--- src/rtl/ts_strict_mq.sv ---
// Strict-priority egress selector: locks onto the highest-index queue that is
// valid with an open gate and forwards that whole frame to the MAC stream.
module ts_strict_mq #(
   parameter int NUM_QUEUES = 8,
   parameter int DATA_WIDTH = 64,
   parameter int QID_WIDTH  = 3
) (
   input  logic                                axis_aclk,
   input  logic                                axis_reset,
   input  logic [NUM_QUEUES*DATA_WIDTH-1:0]    s_axis_tdata,
   input  logic [NUM_QUEUES*DATA_WIDTH/8-1:0]  s_axis_tkeep,
   input  logic [NUM_QUEUES-1:0]               s_axis_tlast,
   input  logic [NUM_QUEUES-1:0]               s_axis_tvalid,
   output logic [NUM_QUEUES-1:0]               s_axis_tready,
   input  logic [NUM_QUEUES-1:0]               gate_state,
   output logic [DATA_WIDTH-1:0]               m_axis_tdata,
   output logic [DATA_WIDTH/8-1:0]             m_axis_tkeep,
   output logic                                m_axis_tlast,
   output logic                                m_axis_tvalid,
   input  logic                                m_axis_tready,
   output logic [QID_WIDTH-1:0]                sel_qid,
   output logic                                sel_active,
   output logic [31:0]                         frame_count
);

   localparam int KEEP_W = DATA_WIDTH / 8;
   localparam int IW     = $clog2(NUM_QUEUES);

   typedef enum logic {IDLE, LOCKED} state_t;

   state_t                                 state;
   logic [NUM_QUEUES-1:0][DATA_WIDTH-1:0]  q_data;
   logic [NUM_QUEUES-1:0][KEEP_W-1:0]      q_keep;
   logic [NUM_QUEUES-1:0]                  eligible;
   logic [QID_WIDTH-1:0]                   winner;
   logic [IW-1:0]                          sel_idx;
   logic                                   locked;
   logic                                   xfer_last;

   assign q_data   = s_axis_tdata;
   assign q_keep   = s_axis_tkeep;
   assign eligible = s_axis_tvalid & gate_state;
   assign sel_idx  = sel_qid[IW-1:0];
   assign locked   = (state == LOCKED);

   // Ascending scan so the highest eligible index is the last one written.
   always_comb begin
      winner = '0;
      for (int i = 0; i < NUM_QUEUES; i++)
         if (eligible[i]) winner = QID_WIDTH'(i);
   end

   assign m_axis_tdata  = q_data[sel_idx];
   assign m_axis_tkeep  = q_keep[sel_idx];
   assign m_axis_tlast  = s_axis_tlast[sel_idx];
   assign m_axis_tvalid = locked & s_axis_tvalid[sel_idx];
   assign sel_active    = locked;
   assign xfer_last     = m_axis_tvalid & m_axis_tready & m_axis_tlast;

   for (genvar q = 0; q < NUM_QUEUES; q++) begin : g_rdy
      assign s_axis_tready[q] = locked && (sel_idx == IW'(q)) && m_axis_tready;
   end

   // Counter is rewritten every cycle, even when it only holds its value.
   always_ff @(posedge axis_aclk) begin
      if (!axis_reset) begin
         state       <= IDLE;
         sel_qid     <= '0;
         frame_count <= '0;
      end else begin
         frame_count <= frame_count + 32'(xfer_last);
         case (state)
            IDLE: begin
               if (|eligible) begin
                  sel_qid <= winner;
                  state   <= LOCKED;
               end
            end
            LOCKED: begin
               if (xfer_last) state <= IDLE;
            end
            default: state <= IDLE;
         endcase
      end
   end

endmodule

--- config.mk ---
export PLATFORM = sky130hd
export DESIGN_NAME = ts_strict_mq
export DESIGN_NICKNAME = d
export VERILOG_FILES = /design/src/rtl/ts_strict_mq.sv
export SDC_FILE = /design/constraint.sdc
export NUM_CORES = 1
export LEC_CHECK = 0
export ABC_AREA = 0
export BUFFER_PORTS_ARGS = -buffer_cell sky130_fd_sc_hd__buf_4
export CAP_MARGIN = 10
export CORE_AREA = 2 2 283 285
export CTS_BUF_LIST = sky130_fd_sc_hd__clkbuf_4 sky130_fd_sc_hd__clkbuf_8
export DETAILED_ROUTE_END_ITERATION = 10
export DIE_AREA = 0 0 285 287
export PLACE_DENSITY = 0.3
export SYNTH_ARGS = -nofsm -noshare
export SYNTH_HDL_FRONTEND = slang
export SYNTH_SLANG_ARGS = --single-unit
--- constraint.sdc ---
create_clock -name axis_aclk -period 2.76 [get_ports axis_aclk]
set_input_delay 0.138 -clock axis_aclk [delete_from_list [all_inputs] [get_ports axis_aclk]]
set_output_delay 0.138 -clock axis_aclk [all_outputs]
set_load 0.02 [all_outputs]
Yosys cells after proc, flatten, opt, wreduce, memory -nomap -nowiden:

Index checks and enable logic that the tools add are counted.

* flip-flop bits (word level): 36
* output and inout port bits: 118

* add/subtract/negate cells: 1
* $lt $le $gt $ge: 1
* equal/unequal tests: 7
* muxes and demuxes: 18
* bitwise gates (word level): 5
* reductions and logical operators: 19

Operator list (number)
* binary-select mux 64 bit (select 3 bit): 1
* 2-to-1 mux 64 bit: 1
* adder 32 x 1 -> 32 bit: 1
* binary-select mux 8 bit (select 3 bit): 1
* logical AND 1 bit: 16
* 2-to-1 mux 3 bit: 5
* equality test 3 bit (second input constant): 4
* bitwise AND 8 bit: 1
* 2-to-1 mux 8 bit: 1
* OR reduction 8 bit: 1
* binary-select mux 1 bit (select 3 bit): 2
* equality test 3 x 2 -> 1 bit (second input constant): 2
* 2-to-1 mux 1 bit: 5
* less-than comparator 3 x 4 -> 1 bit (second input constant): 1
* bitwise AND 1 bit: 3
* equality test 3 x 1 -> 1 bit (second input constant): 1
* zero test 3 bit: 1
* 2-to-1 mux 2 bit: 1
* case mux 1 bit (2 select lines): 1
* AND reduction 2 bit: 1
* inverter 1 bit: 1

Depth between registers and ports, before layout:

Gate-level depths: netlist of run 1.

* depth after elaboration: 8
* gate-level depth with buffers: 12
* mapped depth without buffers: 9

Worst setup path after synthesis of run 1:

No wires, ideal clock.

* kind: reg-to-reg
* start: register sel_qid[0]
* end: register frame_count[30]
* setup time: 0.126 ns
* arrival time: 2.522 ns
* setup slack: 0.112 ns
* stages on the path, launching flop included: 12
* path through: dfxtp_1 buf_4 mux4_2 mux2_2 nand2_1 nor2_1 ha_1 ha_1 nand4_4 buf_2 nor4b_2 mux2i_1

RTL lines
* start, declared: line 21 `output logic [QID_WIDTH-1:0] sel_qid,`
* start signal, assigned: line 75 `sel_qid <= winner;`
* binary-select mux 1 bit (select 3 bit): line 55 `assign m_axis_tlast = s_axis_tlast[sel_idx];`
* 2-to-1 mux 1 bit (not written as such): line 55
* net m_axis_tlast: line 18 `output logic m_axis_tlast,`
* bitwise AND 1 bit: line 58 `assign xfer_last = m_axis_tvalid & m_axis_tready & m_axis_tlast;`
* adder 32 x 1 -> 32 bit: line 71 `frame_count <= frame_count + 32'(xfer_last);`
* end signal, assigned: line 71
* end, declared: line 23 `output logic [31:0] frame_count`

The timed path passes the listed nets, and every way through them passes these cells. The select of a mux whose other input is x is not followed.
A chain may end at the register's enable or synchronous reset.

Worst setup path in the final report of run 1:

* start: register sel_qid[0]
* end: register frame_count[30]

* longest elaborated chain between the ends: 6

RTL lines
* binary-select mux 1 bit (select 3 bit): line 56 `assign m_axis_tvalid = locked & s_axis_tvalid[sel_idx];`
* 2-to-1 mux 1 bit (not written as such): line 56
* bitwise AND 1 bit: line 56
* bitwise AND 1 bit: line 58
* bitwise AND 1 bit *: line 58
* adder 32 x 1 -> 32 bit *: line 71

Mark *: on every way between the ends. The rest lies on a longest branch, timed or not. The select of a mux whose other input is x is not followed.

==> metrics.json, run 1 <==
{
  "result_of_the_run": "complete, no violations",
  "number_of_antenna_violating_nets_in_the_routed_design": 0,
  "design.die.area_um2": 81800,
  "synth.ff_latch_count": 36,
  "worst_setup_path_start_kind": "register",
  "post_route_cells_drive_above_1_share_pct": 68.5,
  "drt-total-wl_um": 50900,
  "cts_max_path_bufs": 2,
  "clk_latency_ps": 290,
  "first_global_vias": 8990,
  "power-per-cell-area_nw_per_um2": 298,
  "die_x_um": 285,
  "route.vias.total": 8384,
  "place.detailed.hpwl_um": 43900,
  "unrepaired_setup_endpoints_after_global_routing": "false",
  "synth.yosys.warnings": 0,
  "slew_viol_final": 0,
  "peakVddDrop_uv": 216,
  "p_leak_uw": 0.00572,
  "timing.max_slew.rel_slack_pct": 35.1,
  "mostFrequentLayoutCells": "sky130_fd_sc_hd__buf_4 (736), sky130_fd_sc_hd__nand2_1 (245), sky130_fd_sc_hd__mux4_2 (148)",
  "top_level_ports": 721,
  "critical_path_peak_fanout": 15,
  "synthCells": 636,
  "number_of_antenna_violations_at_the_first_check_in_global_routing": 12,
  "setup_total_negative_slack_ps": 0,
  "final_common_cell": "sky130_fd_sc_hd__buf_4",
  "effective_utilization_at_floorplan_pct": 7.92,
  "cap_viol_max_count": 0,
  "seq_area_frac_synth_pct": 11.6,
  "finalSetupViolCount": 0,
  "num-nets-final": 1926,
  "crit_path_end_kind": "register",
  "placed_cells_incl_taps": 2362,
  "drc": 0,
  "layoutNonFillerInstCount": 2377,
  "ys.flop_type": "sky130_fd_sc_hd__dfxtp_1",
  "drt-initial-drc-count": 315,
  "fin_worst_skew_ps": 8.90,
  "post_drt_via_cell_ratio": 3.53,
  "max_freq_mhz": 385,
  "grt_remaining_overflow": 0,
  "grt_start_max_net_pins": 95,
  "worst-endpoint-required_ps": 2990,
  "synth_edf_count": 0,
  "clkTransAtPathRegs_ps": 80,
  "wl_per_cell_um": 21.4,
  "arrival_ps": 2830,
  "worstMarginPinSlew_ps": 974,
  "floorplan.core_area_um2": 78600,
  "dr.pass1.iters": 4,
  "rows": 103,
  "port_buffers": 720,
  "cts-htree-levels": 2,
  "timing.final.crit_period_ps": 2600,
  "post_cts_hold_buffer_count": 0,
  "grt_usage_pct": 11.7,
  "worstSetupPathType": "reg -> reg",
  "grt_first_pass_wirelength_um": 69100,
  "timing_hold_violations_final": 0,
  "ctsRootBufferMaster": "sky130_fd_sc_hd__clkbuf_8",
  "postSynth.asyncResetShare_pct": 0,
  "synth_area_um2": 6230,
  "timing.final.crit_share_pct": 94.2,
  "avg_cell_area_syn_um2": 9.79,
  "height_of_the_chip_um": 287,
  "cts_tree": "yes",
  "postSynthNetCount": 1241,
  "worst_hold_path_type": "in -> reg",
  "cts_made_buffers": 5,
  "synth.distinct_cells": 38,
  "routabilityCongestion": 0.933,
  "flow.area_growth_from_synthesis_pct": 109,
  "clock_sink_count": 36
}
-- synthesized netlist by cell type (all sizes together) (8+ instances only) --
cell type | number | share of area (%)
a21oi | 9 | 0.72
buf | 31 | 2.5
clkbuf | 30 | 1.8
dfxtp | 36 | 12
mux2i | 10 | 1.6
mux4 | 148 | 54
nand2 | 245 | 15
nand2b | 12 | 1.2
nand3 | 11 | 0.88
nand4 | 8 | 1.0
nor2 | 20 | 1.2
nor4 | 8 | 0.80
xor2 | 9 | 1.3
-- per-layer routing --
layer  share of wire [%]  vias to the layer above  global-route usage [%]
li1                    -                     3818                       -
met1                  40                     4053                    14.4
met2                  48                      464                    19.4
met3                 9.6                       41                    3.99
met4                 2.0                        8                    2.77
met5               0.088                        -                       0
-- logic make-up (layout without fill, tap and decap cells) --
kind of cell,after synthesis,count (layout),share of synthesized area (%)
AND/OR/NAND/NOR,331,331,23.1
XOR/XNOR,11,11,1.55
AO/OA/AOI/OAI,29,29,3.26
other,0,5,0
multiplexers,160,160,55.5
flip-flops,36,36,11.6
buffers and inverters,67,753,4.62
adder cells (fa/ha/maj),2,2,0.402
-- area by class of cell --
cell class / count / area, um2
fillers: 8873 / 65600
clock inverters: 2 / 35.0
repair buffers: 739 / 5590
flip-flops and latches: 36 / 732
multi-input cells: 533 / 5220
inverters: 6 / 25.0
clock buffers: 6 / 76.3
well taps: 1050 / 1310
diodes: 5 / 12.5
-- repair_timing --
action                     in CTS  in global routing
resized for setup               1                  4
setup endpoints to repair      13                 13
setup buffers                   0                  2
-- power by group --
part / leakage [uW] / switching, uW / internal, uW
logic: 0.00537 / 1330 / 1520
clock network: 0.0000586 / 210 / 278
registers: 0.000293 / 14.9 / 527
-- worst paths after layout --
| check | from | endpoint | slack [ps] | cells after the start |
|---|---|---|---|---|
| setup reg to reg | sel_qid[0] | frame_count[30] | 160 | 10 |
| hold / removal | s_axis_tvalid[7] | sel_qid[0] | 230 | 4 |
| setup / recovery | sel_qid[0] | frame_count[30] | 160 | 10 |
| hold reg to reg | frame_count[31] | frame_count[31] | 470 | 2 |
-- state kept, by name (all words and copies together) (netlist names) --
| register | flops |
|---|---|
| frame_count | 32 |
| sel_qid | 3 |
| sel_active | 1 |
-- per-stage QoR --
step / setup slack (ps) / power (uW) / util, % / hold slack (ps) / instance area [um2]
after floorplan: 112 / 1970 / - / 294 / 6230
after global placement: 107 / 3450 / 16.3 / 465 / 12800
after detailed placement: 64.3 / 3450 / 16.3 / 470 / 12800
after CTS: 47.4 / 3950 / 16.5 / 221 / 13000
after global routing: 0.332 / 4140 / 16.5 / 230 / 13000
final: 159 / 3880 / 16.5 / 233 / 13000
-- critical path, cell delays in order, from the launching register on --
cell                      delay (ps)
sky130_fd_sc_hd__dfxtp_4         400
sky130_fd_sc_hd__mux4_2          340
sky130_fd_sc_hd__mux2_2          160
sky130_fd_sc_hd__nand2_1          90
sky130_fd_sc_hd__nor2_2          190
sky130_fd_sc_hd__ha_1            190
sky130_fd_sc_hd__ha_1            200
sky130_fd_sc_hd__nand4_4         200
sky130_fd_sc_hd__buf_4           230
sky130_fd_sc_hd__nor4b_2         310
sky130_fd_sc_hd__mux2i_1         220
Note: power is estimated with default switching activity, not from simulation.
==> inputs of run 2 (changes only) <==
- SETUP_SLACK_MARGIN: default -> 0.3
==> run 2 against run 1 <==
Effect of this change: sequential cell count stayed put; non-clock buffer count up 4; setup slack better by 190 ps; register-to-register slack gained 240 ps; critical endpoint is now m_axis_tkeep[3]; hold slack got worse by 18 ps; global-route usage fell by 0.92 points; utilization is 0.36 points higher; routed wire length is 7.4% lower; total power grew 0.82%; sequential power is 0.7% higher; critical path type is now reg -> out; design area is 2.2% higher.
==> metrics.json, run 2 (synthesis gave the netlist of run 1 again) <==
{
  "result_of_the_run": {"value": "complete, no violations", "change": "unchanged"},
  "number_of_antenna_violating_nets_in_the_routed_design": {"value": 0, "change": "unchanged"},
  "worstSetupPathType": {"value": "reg -> out", "change": "was reg -> reg"},
  "clkTransAtPathRegs": {"value": 80, "unit": "ps", "change": "about the same"},
  "worst_r2r_endpoint": {"value": "frame_count[8]", "change": "was frame_count[30]"},
  "top_level_ports": {"value": 721, "change": "unchanged"},
  "power-per-cell-area": {"value": 294, "unit": "nW/um2", "change": "was 298 nW/um2"},
  "flow.area_growth_from_synthesis": {"value": 113, "unit": "%", "change": "was 109%"},
  "arrival": {"value": 2270, "unit": "ps", "change": "was 2830 ps"},
  "die_x": {"value": 285, "unit": "um", "change": "unchanged"},
  "height_of_the_chip": {"value": 287, "unit": "um", "change": "unchanged"},
  "cap_viol_max_count": {"value": 0, "change": "unchanged"},
  "num-nets-final": {"value": 1932, "change": "was 1,926"},
  "largest_register_ffs": {"value": 32, "change": "unchanged"},
  "timing_hold_violations_final": {"value": 0, "change": "unchanged"},
  "rows": {"value": 103, "change": "unchanged"},
  "p_leak": {"value": 0.00586, "unit": "uW", "change": "was 0.00572 uW"},
  "crit-reg2reg-launch": {"value": "sel_qid[0]", "change": "unchanged"},
  "drc": {"value": 0, "change": "unchanged"},
  "port_buffers": {"value": 720, "change": "unchanged"},
  "peakVddDrop": {"value": 154, "unit": "uV", "change": "was 216 uV"},
  "final.hold.worst_slack": {"value": 214, "unit": "ps", "change": "was 233 ps"},
  "route.vias.total": {"value": 8331, "change": "was 8,384"},
  "final_common_cell": {"value": "sky130_fd_sc_hd__buf_4", "change": "unchanged"},
  "grt_first_pass_wirelength": {"value": 64900, "unit": "um", "change": "was 69,100 um"},
  "worst_r2r_path_depth": {"value": 10, "change": "unchanged"},
  "hold_path.startpoint": {"value": "gate_state[5]", "change": "was s_axis_tvalid[7]"},
  "timing.final.crit_period": {"value": 2410, "unit": "ps", "change": "was 2600 ps"},
  "cts_max_path_bufs": {"value": 2, "change": "unchanged"},
  "max_freq": {"value": 415, "unit": "MHz", "change": "was 385 MHz"},
  "place.detailed.hpwl": {"value": 39500, "unit": "um", "change": "was 43,900 um"},
  "top_register": {"value": "frame_count", "change": "unchanged"},
  "first_global_vias": {"value": 9253, "change": "was 8,990"},
  "worstMarginPinSlew": {"value": 810, "unit": "ps", "change": "was 974 ps"},
  "cts_made_buffers": {"value": 5, "change": "unchanged"},
  "post_drt_via_cell_ratio": {"value": 3.49, "change": "was 3.53"},
  "grt_start_max_net_pins": {"value": 95, "change": "unchanged"},
  "worst-endpoint-required": {"value": 2620, "unit": "ps", "change": "was 2990 ps"},
  "unrepaired_setup_endpoints_after_global_routing": {"value": "true", "change": "was false"},
  "holdPathStages": {"value": 4, "change": "unchanged"},
  "area_taken_by_multi_input_logic_gates": {"value": 5350, "unit": "um2", "change": "was 5220 um2"},
  "number_of_antenna_violations_at_the_first_check_in_global_routing": {"value": 14, "change": "was 12"},
  "fin_worst_skew": {"value": 10.8, "unit": "ps", "change": "was 8.90 ps"},
  "critical_path_peak_fanout": {"value": 24, "change": "was 15"},
  "routabilityCongestion": {"value": 0.916, "change": "was 0.933"},
  "slew_viol_final": {"value": 0, "change": "unchanged"},
  "nFillCells": {"value": 8874, "change": "was 8,873"},
  "cts-htree-levels": {"value": 2, "change": "unchanged"},
  "floorplan.core_area": {"value": 78600, "unit": "um2", "change": "unchanged"},
  "crit_path_end_kind": {"value": "output port", "change": "was register"},
  "timing.final.crit_share": {"value": 87.2, "unit": "%", "change": "was 94.2%"},
  "clk_latency": {"value": 300, "unit": "ps", "change": "was 290 ps"},
  "design.die.area": {"value": 81800, "unit": "um2", "change": "unchanged"},
  "timing.max_slew.rel_slack": {"value": 45.9, "unit": "%", "change": "was 35.1%"},
  "clock_sink_count": {"value": 36, "change": "unchanged"},
  "dr.pass1.iters": {"value": 4, "change": "unchanged"},
  "effective_utilization_at_floorplan": {"value": 7.92, "unit": "%", "change": "unchanged"},
  "drt-initial-drc-count": {"value": 269, "change": "was 315"},
  "mostFrequentLayoutCells": {"value": "sky130_fd_sc_hd__buf_4 (732), sky130_fd_sc_hd__nand2_1 (242), sky130_fd_sc_hd__mux4_2 (148)", "change": "was sky130_fd_sc_hd__buf_4 (736), sky130_fd_sc_hd__nand2_1 (245), sky130_fd_sc_hd__mux4_2 (148)"},
  "setup_total_negative_slack": {"value": 0, "unit": "ps", "change": "unchanged"},
  "worst_setup_path_start_kind": {"value": "register", "change": "unchanged"},
  "grt_remaining_overflow": {"value": 0, "change": "unchanged"},
  "finalSetupViolCount": {"value": 0, "change": "unchanged"},
  "worst_hold_path_type": {"value": "in -> reg", "change": "unchanged"},
  "setup.reg_to_reg.worst_slack": {"value": 400, "unit": "ps", "change": "was 160 ps"},
  "hold-path-endpoint": {"value": "sel_qid[1]", "change": "was sel_qid[0]"},
  "post_route_cells_drive_above_1_share": {"value": 69.7, "unit": "%", "change": "was 68.5%"},
  "ctsRootBufferMaster": {"value": "sky130_fd_sc_hd__clkbuf_8", "change": "unchanged"},
  "wl_per_cell": {"value": 19.8, "unit": "um", "change": "was 21.4 um"},
  "cts_tree": {"value": "yes", "change": "unchanged"},
  "register_area": {"value": 732, "unit": "um2", "change": "unchanged"},
  "grt_usage": {"value": 10.7, "unit": "%", "change": "was 11.7%"},
  "drt-total-wl": {"value": 47100, "unit": "um", "change": "was 50,900 um"}
}
[run 2: changes by cell type in the layout (fill, tap and decap cells not counted), sizes merged]
| cell | delta |
|---|---|
| buf | +2 |
| bufbuf | +2 |
| diode | +2 |
| nand2 | +1 |
| nand4 | +1 |
[run 2: worst max-delay path, cell delays in order, from the launching register on]
cell and delay [ps]:
sky130_fd_sc_hd__dfxtp_4 450, sky130_fd_sc_hd__buf_16 240, sky130_fd_sc_hd__buf_16 230, sky130_fd_sc_hd__mux4_2 540
sky130_fd_sc_hd__nand2_1 110, sky130_fd_sc_hd__nand2_1 120, sky130_fd_sc_hd__buf_4 180
[run 2: worst max-delay path by stage]
stage                     slack [ps]          endpoint        from  cells after the start
after CTS                        300  m_axis_tdata[52]  sel_qid[0]                      6
final                            350   m_axis_tkeep[3]  sel_qid[0]                      6
after global placement            80   frame_count[13]  sel_qid[0]                      9
after global routing             220  m_axis_tdata[43]  sel_qid[0]                      6
after floorplan                  310   frame_count[23]  sel_qid[0]                     12
after detailed placement          80   frame_count[13]  sel_qid[0]                      9
[run 2: repair_timing]
| action | 4_1_cts | 5_1_grt |
|---|---|---|
| gates cloned | 4 | 1 |
| hold buffers | 0 | 0 |
| resized for setup | 14 | 16 |
| endpoints found under the setup margin | 74 | 56 |
| pin swaps | 0 | 9 |
| buffers inserted | 5 | 0 |
[run 2: layout make-up]
| type | count | area share [%] |
|---|---|---|
| Antenna cell | 7 | 0.132 |
| Timing Repair Buffer | 743 | 43.2 |
| Clock buffer | 6 | 0.574 |
| Multi-Input combinational cell | 535 | 40.3 |
| Clock inverter | 2 | 0.264 |
| Sequential cell | 36 | 5.51 |
| Tap cell | 1050 | 9.89 |
| Inverter | 6 | 0.188 |
[run 2: power by group]
group / switching (uW) / internal (uW) / total (uW)
Sequential: 18.3 / 527 / 546
Combinational: 1300 / 1570 / 2870
Clock: 217 / 279 / 496
[run 2: stage by stage]
stage | instances | util, % | power [uW] | instance area, um2 | worst slack (ps)
2_1_floorplan | 636 | - | 1970 | 6240 | 309
3_3_place_gp | 2360 | 16.4 | 3420 | 12900 | 78.2
3_5_place_dp | 2360 | 16.4 | 3410 | 12900 | 75.4
4_1_cts | 2377 | 16.8 | 4000 | 13200 | 305
5_1_grt | 2385 | 16.9 | 4180 | 13300 | 224
6_report | 2385 | 16.9 | 3910 | 13300 | 353
[run 2: metal layers]
layer  vias up  track usage [%]  routed length (um)
met2       421             19.7               24300
met3        37             3.90                4500
met4        14             2.16                 682
li1       3838                -                   -
met5         -                0                  73
met1      4021             11.9               17600
==> inputs of run 3 (changes only) <==
- RECOVER_POWER: default -> 100
==> run 3 against run 2 <==
Effect of this change: global-route usage is the same; via count grew 0.42%; fmax shrank 3.5%; critical endpoint is now frame_count[19].
==> metrics.json, run 3 (synthesis gave the netlist of run 1 again) <==
{
  "height_of_the_chip": {"value": 287, "unit": "um", "change": "unchanged"},
  "clock_sink_count": {"value": 36, "change": "unchanged"},
  "number_of_antenna_violating_nets_in_the_routed_design": {"value": 0, "change": "unchanged"},
  "place.detailed.hpwl": {"value": 39500, "unit": "um", "change": "unchanged"},
  "grt_usage": {"value": 10.7, "unit": "%", "change": "unchanged"},
  "wl_per_cell": {"value": 19.8, "unit": "um", "change": "about the same"},
  "holdPathStages": {"value": 4, "change": "unchanged"},
  "hold-path-endpoint": {"value": "sel_qid[1]", "change": "unchanged"},
  "unrepaired_setup_endpoints_after_global_routing": {"value": "true", "change": "unchanged"},
  "largest_register_ffs": {"value": 32, "change": "unchanged"},
  "top_register": {"value": "frame_count", "change": "unchanged"},
  "timing_hold_violations_final": {"value": 0, "change": "unchanged"},
  "slew_viol_final": {"value": 0, "change": "unchanged"},
  "arrival": {"value": 2730, "unit": "ps", "change": "was 2270 ps"},
  "worst_setup_path_start_kind": {"value": "register", "change": "unchanged"},
  "post_cts_hold_buffer_count": {"value": 0, "change": "unchanged"},
  "drc": {"value": 0, "change": "unchanged"},
  "timing.final.crit_share": {"value": 90.4, "unit": "%", "change": "was 87.2%"},
  "critPathTopFamily": {"value": "simple AND/OR/NAND/NOR gates", "change": "was buffers and inverters"},
  "fin_worst_skew": {"value": 11.6, "unit": "ps", "change": "was 10.8 ps"},
  "setup_total_negative_slack": {"value": 0, "unit": "ps", "change": "unchanged"},
  "grt_remaining_overflow": {"value": 0, "change": "unchanged"},
  "clk_latency": {"value": 300, "unit": "ps", "change": "about the same"},
  "ctsRootBufferMaster": {"value": "sky130_fd_sc_hd__clkbuf_8", "change": "unchanged"},
  "post_route_cells_drive_above_1_share": {"value": 61.6, "unit": "%", "change": "was 69.7%"},
  "number_of_antenna_violations_at_the_first_check_in_global_routing": {"value": 14, "change": "unchanged"},
  "final_cell_utilization_of_the_core": {"value": 16.3, "unit": "%", "change": "was 16.9%"},
  "mostFrequentLayoutCells": {"value": "sky130_fd_sc_hd__buf_4 (626), sky130_fd_sc_hd__nand2_1 (244), sky130_fd_sc_hd__mux4_2 (148)", "change": "was sky130_fd_sc_hd__buf_4 (732), sky130_fd_sc_hd__nand2_1 (242), sky130_fd_sc_hd__mux4_2 (148)"},
  "worstSetupPathType": {"value": "reg -> reg", "change": "was reg -> out"},
  "worst_path_buf_inv": {"value": 0, "change": "was 3"},
  "effective_utilization_at_floorplan": {"value": 7.92, "unit": "%", "change": "unchanged"},
  "cts_tree": {"value": "yes", "change": "unchanged"},
  "power.share.clock": {"value": 13.3, "unit": "%", "change": "was 12.7%"},
  "num-nets-final": {"value": 1932, "change": "unchanged"},
  "die_x": {"value": 285, "unit": "um", "change": "unchanged"},
  "final_common_cell": {"value": "sky130_fd_sc_hd__buf_4", "change": "unchanged"},
  "worst_r2r_path_depth": {"value": 9, "change": "was 10"},
  "timing.max_slew.rel_slack": {"value": 46.2, "unit": "%", "change": "was 45.9%"},
  "rows": {"value": 103, "change": "unchanged"},
  "max_freq": {"value": 401, "unit": "MHz", "change": "was 415 MHz"},
  "drt-total-wl": {"value": 47200, "unit": "um", "change": "was 47,100 um"},
  "power-per-cell-area": {"value": 290, "unit": "nW/um2", "change": "was 294 nW/um2"},
  "worstMarginPinSlew": {"value": 806, "unit": "ps", "change": "was 810 ps"},
  "result_of_the_run": {"value": "complete, no violations", "change": "unchanged"},
  "cts_max_path_bufs": {"value": 2, "change": "unchanged"},
  "critical_path.slowest_cell": {"value": "sky130_fd_sc_hd__nor4_1", "change": "was sky130_fd_sc_hd__mux4_2"},
  "grt_start_max_net_pins": {"value": 95, "change": "unchanged"},
  "cts-htree-levels": {"value": 2, "change": "unchanged"},
  "floorplan.core_area": {"value": 78600, "unit": "um2", "change": "unchanged"},
  "port_buffers": {"value": 720, "change": "unchanged"},
  "crit-reg2reg-launch": {"value": "sel_qid[0]", "change": "unchanged"},
  "worst_r2r_endpoint": {"value": "frame_count[19]", "change": "was frame_count[8]"},
  "power_report.internal_total": {"value": 2200, "unit": "uW", "change": "was 2380 uW"},
  "crit_path_end_kind": {"value": "register", "change": "was output port"},
  "first_global_vias": {"value": 9253, "change": "unchanged"},
  "pwr-share-comb": {"value": 72.1, "unit": "%", "change": "was 73.4%"},
  "cts_made_buffers": {"value": 5, "change": "unchanged"},
  "clkTransAtPathRegs": {"value": 90, "unit": "ps", "change": "was 80 ps"},
  "setup.reg_to_reg.worst_slack": {"value": 270, "unit": "ps", "change": "was 400 ps"},
  "flow.area_growth_from_synthesis": {"value": 106, "unit": "%", "change": "was 113%"},
  "dr.pass1.iters": {"value": 4, "change": "unchanged"},
  "critical_path_peak_fanout": {"value": 8, "change": "was 24"},
  "top_level_ports": {"value": 721, "change": "unchanged"},
  "power.switching_fraction": {"value": 41.0, "unit": "%", "change": "was 39.2%"},
  "worst_hold_path_type": {"value": "in -> reg", "change": "unchanged"},
  "net-switching-power": {"value": 1530, "unit": "uW", "change": "about the same"},
  "design.die.area": {"value": 81800, "unit": "um2", "change": "unchanged"},
  "p_leak": {"value": 0.00541, "unit": "uW", "change": "was 0.00586 uW"},
  "finalSetupViolCount": {"value": 0, "change": "unchanged"},
  "peakVddDrop": {"value": 153, "unit": "uV", "change": "was 154 uV"},
  "timing.final.crit_period": {"value": 2490, "unit": "ps", "change": "was 2410 ps"},
  "share_seq_of_total_power": {"value": 14.6, "unit": "%", "change": "was 13.9%"},
  "routabilityCongestion": {"value": 0.916, "change": "unchanged"},
  "cp_cell_sequence": {"value": "mux4_2 > mux2_4 > nand2_2 > nor2_1 > ha_4 > and2_4 > nand2_1 > nor4_1 > mux2i_1", "change": "was buf_16 > buf_16 > mux4_2 > nand2_1 > nand2_1 > buf_4"},
  "post_drt_via_cell_ratio": {"value": 3.51, "change": "was 3.49"},
  "cap_viol_max_count": {"value": 0, "change": "unchanged"},
  "hold_path.startpoint": {"value": "gate_state[5]", "change": "unchanged"},
  "route.vias.total": {"value": 8366, "change": "was 8,331"},
  "max_stage_delay": {"value": 430, "unit": "ps", "change": "was 540 ps"},
  "grt_first_pass_wirelength": {"value": 64900, "unit": "um", "change": "unchanged"},
  "worst-endpoint-required": {"value": 2990, "unit": "ps", "change": "was 2620 ps"},
  "drt-initial-drc-count": {"value": 253, "change": "was 269"}
}
[run 3: cell count changes in the layout (fill, tap and decap cells not counted), moves of 2 or more]
| cell | change |
|---|---|
| sky130_fd_sc_hd__buf_4 | -106 |
| sky130_fd_sc_hd__nand2_1 | +2 |
| sky130_fd_sc_hd__clkbuf_1 | +104 |
| sky130_fd_sc_hd__clkbuf_2 | +3 |
[run 3: worst max path at each step]
stage,startpoint,endpoint,slack [ps],cells past startpoint
after global routing,sel_qid[0],frame_count[14],120,10
after CTS,sel_qid[0],m_axis_tdata[52],300,6
after floorplan,sel_qid[0],frame_count[23],310,12
after global placement,sel_qid[0],frame_count[13],80,9
after detailed placement,sel_qid[0],frame_count[13],80,9
final,sel_qid[0],frame_count[19],270,9
[run 3: area by class of cell]
class / count / area [um2]
diodes: 7 / 17.5
clock buffers: 6 / 76.3
clock inverters: 2 / 35.0
fillers: 8976 / 65800
inverters: 6 / 25.0
multi-input cells: 535 / 5320
flip-flops and latches: 36 / 732
well taps: 1050 / 1310
repair buffers: 743 / 5310
[run 3: power by group through the flow]
stage          Clock (uW)  Combinational (uW)  Sequential [uW]
2_1_floorplan           0                1420              555
3_3_place_gp            0                2860              558
3_5_place_dp            0                2850              559
4_1_cts               510                2940              545
5_1_grt               527                2910              548
6_report              494                2690              545
[run 3: metal layers]
| layer | track usage (%) | vias to the layer above | wire length (um) |
|---|---|---|---|
| met4 | 2.16 | 14 | 724 |
| li1 | - | 3832 | - |
| met3 | 3.90 | 41 | 4490 |
| met1 | 11.9 | 4055 | 17700 |
| met2 | 19.7 | 424 | 24200 |
| met5 | 0 | - | 73 |
[run 3: stage by stage]
step                cells  total power [uW]  worst slack, ps  instance area (um2)  hold slack [ps]
floorplan             636              1970              309                 6240              294
global placement     2360              3420             78.2                12900              471
detailed placement   2360              3410             75.4                12900              478
CTS                  2377              4000              305                13200              205
global route         2385              3990              120                12800              225
finish               2385              3720              266                12800              214
[run 3: worst reg2reg max path: stages (launching register included)]
cell and delay, ps:
sky130_fd_sc_hd__dfxtp_4 410, sky130_fd_sc_hd__mux4_2 350, sky130_fd_sc_hd__mux2_4 150, sky130_fd_sc_hd__nand2_2 50
sky130_fd_sc_hd__nor2_1 220, sky130_fd_sc_hd__ha_4 190, sky130_fd_sc_hd__and2_4 220, sky130_fd_sc_hd__nand2_1 190
sky130_fd_sc_hd__nor4_1 430, sky130_fd_sc_hd__mux2i_1 210
[run 3: repair_timing]
| action | CTS | global route |
|---|---|---|
| endpoints found under the setup margin | 74 | 56 |
| gates cloned | 4 | 1 |
| resized for setup | 14 | 16 |
| buffers inserted | 5 | 0 |
| hold endpoints to repair | 0 | 0 |
| pin swaps | 0 | 9 |
